--- config.mk ---
export PLATFORM = sky130hd
export DESIGN_NAME = minmax_job_arbiter
export DESIGN_NICKNAME = d
export VERILOG_FILES = /design/src/rtl/minmax_job_arbiter.sv
export SDC_FILE = /design/constraint.sdc
export NUM_CORES = 1
export LEC_CHECK = 0
export BUFFER_PORTS_ARGS = -buffer_cell sky130_fd_sc_hd__buf_2
export CAP_MARGIN = 20
export CORE_ASPECT_RATIO = 1.5
export CORE_MARGIN = 5
export CORE_UTILIZATION = 54
export CTS_BUF_LIST = sky130_fd_sc_hd__clkbuf_16
export CTS_CLUSTER_SIZE = 40
export DETAILED_ROUTE_END_ITERATION = 16
export PLACE_DENSITY = 0.75
export SLEW_MARGIN = 20
export SYNTH_ARGS = -nofsm -noshare
export SYNTH_HDL_FRONTEND = slang
export SYNTH_SLANG_ARGS = --single-unit
--- constraint.sdc ---
create_clock -name Clk -period 2.5 [get_ports Clk]
set_input_delay 0.5 -clock Clk [delete_from_list [all_inputs] [get_ports Clk]]
set_output_delay 0.5 -clock Clk [all_outputs]
set_load 0.02 [all_outputs]
--- src/rtl/minmax_job_arbiter.sv ---
// minmax_job_arbiter
//   Round-robin arbiter/sequencer that shares one max-difference unit among
//   N_REQ requesters. A job is granted, the unit is started with a one-cycle
//   go pulse, and the job is acknowledged when the unit signals completion.
//   If the unit never completes, a watchdog resets the unit and the job is
//   acknowledged with err=1.
//
// Ports
//   Clk, Rst       : clock (rising edge), asynchronous active-low reset
//   req[N_REQ]     : level requests, held until the matching ack
//   ack[N_REQ]     : one-hot, one-cycle acknowledge; result/err valid with it
//   result[W]      : captured unit result (0 on timeout), held until next ack
//   err            : job timed out (valid with ack)
//   busy           : high whenever not IDLE
//   grant_id       : current / last granted requester index
//   unit_go        : one-cycle start pulse to the shared unit
//   unit_rst       : active-high recovery reset to the shared unit
//   unit_done      : unit completion level
//   unit_max_diff  : unit result, valid while unit_done is high
module minmax_job_arbiter #(
    parameter int N_REQ   = 4,
    parameter int W       = 8,
    parameter int TIMEOUT = 64,
    parameter int RCV_CYC = 2
) (
    input  logic                     Clk,
    input  logic                     Rst,
    input  logic [N_REQ-1:0]         req,
    output logic [N_REQ-1:0]         ack,
    output logic [W-1:0]             result,
    output logic                     err,
    output logic                     busy,
    output logic [$clog2(N_REQ)-1:0] grant_id,
    output logic                     unit_go,
    output logic                     unit_rst,
    input  logic                     unit_done,
    input  logic [W-1:0]             unit_max_diff
);

    localparam int IDW = $clog2(N_REQ);
    localparam int TW  = $clog2(TIMEOUT) + 1;
    localparam int RW  = $clog2(RCV_CYC) + 1;

    localparam logic [TW-1:0]  T_LAST  = TW'(TIMEOUT - 1);
    localparam logic [RW-1:0]  R_LAST  = RW'(RCV_CYC - 1);
    localparam logic [IDW-1:0] ID_LAST = IDW'(N_REQ - 1);

    typedef enum logic [2:0] {IDLE, GO, WAIT, RECOVER, ACK} state_t;

    state_t           state, state_n;
    logic [IDW-1:0]   last, last_n;
    logic [IDW-1:0]   grant_n;
    logic [TW-1:0]    timer, timer_n;
    logic [RW-1:0]    rcv_cnt, rcv_n;
    logic             done_q;
    logic             mask_q;     // first IDLE cycle after ACK: hide req[last]

    logic [N_REQ-1:0] ack_n;
    logic [W-1:0]     result_n;
    logic             err_n;

    // round-robin pick, searching last+1, last+2, ... with wrap
    logic [N_REQ-1:0] req_m;
    logic             found;
    logic [IDW-1:0]   pick;
    logic [IDW-1:0]   cand;
    int               idx;

    always_comb begin
        req_m = req;
        if (mask_q)
            req_m[last] = 1'b0;
        found = 1'b0;
        pick  = '0;
        cand  = '0;
        idx   = 0;
        for (int i = 1; i <= N_REQ; i++) begin
            idx  = (int'(last) + i) % N_REQ;
            cand = IDW'(idx);
            if (!found && req_m[cand]) begin
                found = 1'b1;
                pick  = cand;
            end
        end
    end

    // next-state and next-output logic; every output is a registered copy
    always_comb begin
        state_n  = state;
        last_n   = last;
        grant_n  = grant_id;
        timer_n  = timer;
        rcv_n    = rcv_cnt;
        result_n = result;
        err_n    = err;
        ack_n    = '0;

        case (state)
            IDLE: begin
                if (found) begin
                    grant_n = pick;
                    state_n = GO;
                end
            end
            GO: begin
                timer_n = '0;
                state_n = WAIT;
            end
            WAIT: begin
                // only a rising edge of unit_done counts, so a level left
                // high by the previous job cannot complete this one;
                // completion takes priority over the timeout
                if (unit_done && !done_q) begin
                    result_n = unit_max_diff;
                    err_n    = 1'b0;
                    state_n  = ACK;
                end else if (timer == T_LAST) begin
                    rcv_n   = '0;
                    state_n = RECOVER;
                end else begin
                    timer_n = timer + TW'(1);
                end
            end
            RECOVER: begin
                if (rcv_cnt == R_LAST) begin
                    result_n = '0;
                    err_n    = 1'b1;
                    state_n  = ACK;
                end else begin
                    rcv_n = rcv_cnt + RW'(1);
                end
            end
            ACK: begin
                last_n  = grant_id;
                state_n = IDLE;
            end
            default: state_n = IDLE;
        endcase

        if (state_n == ACK)
            ack_n[grant_n] = 1'b1;
    end

    always_ff @(posedge Clk or negedge Rst) begin
        if (!Rst) begin
            state    <= IDLE;
            last     <= ID_LAST;
            timer    <= '0;
            rcv_cnt  <= '0;
            done_q   <= 1'b0;
            mask_q   <= 1'b0;
            ack      <= '0;
            result   <= '0;
            err      <= 1'b0;
            busy     <= 1'b0;
            grant_id <= '0;
            unit_go  <= 1'b0;
            unit_rst <= 1'b0;
        end else begin
            state    <= state_n;
            last     <= last_n;
            timer    <= timer_n;
            rcv_cnt  <= rcv_n;
            done_q   <= unit_done;
            mask_q   <= (state == ACK);
            ack      <= ack_n;
            result   <= result_n;
            err      <= err_n;
            busy     <= (state_n != IDLE);
            grant_id <= grant_n;
            unit_go  <= (state_n == GO);
            unit_rst <= (state_n == RECOVER);
        end
    end

endmodule

==> impl_results.md <==
* Worst path max stage delay at 570 ps
* Syn. warnings at 0
* Top cells by area, synth: dfrtp_1, a22o_1, ha_1
* Distinct cells, synth at 38
* Die area at 4360 um2
* Hold_ws at slightly below 300 ps
* Final setup viols at 0
* Worst R2R Setup Slack at approximately 92 ps
* Vias at ~1400
* CP max stage cell: dfstp_2
* Cell Area, Synth at about 1700 um2
* Synth Register Bits at 34
* Setup Skew at 2.93 ps
* Terminus of the critical flop-to-flop path: ack[1]$_DFF_PN0_
* Num CTS Buffers at 5
* CP Capture Type: register
* Clock latency on the worst-skew pair at between 200 and 300 ps
* Worst-path fanout max at 8
* Area grow syn2layout at 20.4%
* Final Hold Viols at 0
* Yosys top cell area share at 47.5%
* Pins over their slew limit at 0
* Largest net degree at the start of global routing at 35
* Synth Area per Inst at between 10 and 15 um2
* Arrival time worst endpoint at ~2600 ps
* Number of fill cells at about 240
* Ant diodes at 0
* Worst Setup SP: last[0]$_DFFE_PN1P_
* DR vias/cell at just under 6
* Post-route setup TNS at 0 ps
* Placeable Area at 3100 um2
* Max-Cap Viols at 0
* Nets at around 210
* Critical Path Start Type: register
* DRT iter0 DRCs at a little over 60
* Leakage Power at 0.00100 uW
* CTS tree: done
* Die height at ~78 um
* # DRC at 0
* Port Buffer Count at 32
* Root Driver: clkbuf_16
* Register area share after synthesis at between 50% and 60%
* First-pass GRT wire length at about 6.6 mm
* FP Rows at 25
* Rel. slew slack at approximately 50%
* Crit-path leading delay family: multiplexers
* Dpl hpwl at approximately 2.8 mm
* Post-synth EDFFs at 0
* Post-synthesis net count at 175
* Critical Path RT at ~2700 ps
* Antenna violations before repair at 0
* Placer Congestion at 0.893
* RSZ-0062 raised after global routing: no
* Crit path buf inv count at 1
* Post-synth top area cell: dfrtp_1
* GR Overflow Total at 0
* Clock buffer depth at 2
* Mapped Cells at roughly 150
* Vias in the first global route at 1401
* Post-CTS resize count at 0
* Final period utilization at a little under 100%
* R2R depth at 7
* Pre-antenna DRT Iters at 4
* Kind of critical path: reg2reg
* WL per Instance at 16.3 um
* H-tree levels at 2
* Worst-margin pin slew at 749 ps
* Critical Path Stages at 7
* Clock Sinks at 34
* Clk slew on worst S/H paths at about 50 ps
* Finished Core Util at 65.6%
* Reg2Reg Launch Point: last[0]$_DFFE_PN1P_
* Share of layout cells above drive strength 1 at between 20% and 30%
* Tmin final at roughly 2400 ps
* Top_reg_cell synth: dfrtp_1
* GRT Total Usage at 19.5%
* Peak VDD IR at 639 uV
* Final ANT Viol Nets at 0
* I/O pin cnt at 33
* Worst path cell trace: inv_2 -> ha_1 -> a21bo_2 -> mux4_2 -> a22oi_2 -> mux2_2 -> a21oi_1
* Asr flop ratio synth at 100%
* Fmax achieved at slightly above 400 MHz
* PD cells at about 1300 nW/um2
* Die span in x at 55.6 um
* Outcome: finished, final reports clean
* DRT Wirelength at ~3.8 mm
* Initial Util at between 50 and 60%
* Min-Delay Path Class: in2async
* Commonest non-fill, non-tap cells in the layout: dfrtp_1, buf_2, nand2_1, a22o_1, a21oi_1
sequential cells by signal, indices dropped and copies added, names as in the netlist:
signal,count
rcv_cnt,2
last,2
result,8
grant_id,2
busy,1
done_q,1
mask_q,1
timer,7
unit_rst,1
unit_go,1
ack,4
err,1
state,3
power breakdown:
part           switching [uW]  total (uW)  leakage, uW  internal (uW)
registers                 189         949     0.000439            760
logic                     639        1100     0.000490            465
clock network             209         568    0.0000724            359
total                    1040        2620      0.00100           1580
Yosys cell counts (4+ instances only):
master,count
o31ai_1,4
nand3_1,4
nand2_1,17
ha_1,6
o21ai_0,4
dfrtp_1,32
mux2i_1,4
a22o_1,10
or4_1,4
a21oi_1,9
nor3_1,5
nor2_1,5
inv_1,7
metrics by stage:
| step | setup slack [ps] | cells | total power, uW | instance area (um2) |
|---|---|---|---|---|
| floorplan | 224 | 154 | 1710 | 1690 |
| global placement | 141 | 223 | 1960 | 1880 |
| detailed placement | 47.4 | 223 | 2030 | 1880 |
| CTS | 37.6 | 231 | 2620 | 2020 |
| global route | 3.85 | 233 | 2800 | 2030 |
| finish | 92.0 | 233 | 2620 | 2030 |
worst max-delay path by stage:
| stage | end | slack, ps |
|---|---|---|
| floorplan | ack[3]$_DFF_PN0_ | 220 |
| global placement | ack[1]$_DFF_PN0_ | 140 |
| detailed placement | ack[1]$_DFF_PN0_ | 50 |
| CTS | ack[1]$_DFF_PN0_ | 40 |
| global route | ack[1]$_DFF_PN0_ | 4 |
| finish | ack[1]$_DFF_PN0_ | 90 |
kinds of logic after synthesis:
logic type | after synthesis | share of synthesized area, %
flops | 34 | 50.6
mux | 8 | 6.38
buf+inv | 11 | 2.89
fa+ha+maj | 6 | 4.45
compound gates | 46 | 20.5
simple gates | 49 | 15.1
cell type report:
class	count	area (um2)	area share [%]
Clock buffer	5	125	6.16
Clock inverter	3	12.5	0.616
Inverter	8	30.0	1.48
Multi-Input combinational cell	109	785	38.6
Sequential cell	34	853	42.0
Tap cell	40	50.0	2.46
Timing Repair Buffer	34	175	8.63
layer usage:
metal  part of all wire, %  vias up  track usage, %
met2                    56       35            35.8
met4                   3.6        0            10.9
li1                      -      640               -
met5                     0        -               0
met3                   3.9       14            5.10
met1                    36      686            19.6
repair_timing:
item	4_1_cts	5_1_grt
hold endpoints to repair	0	0
setup endpoints to repair	0	2
buffers inserted	0	2
hold buffers	0	0
Note: power is estimated with default switching activity, not from simulation.
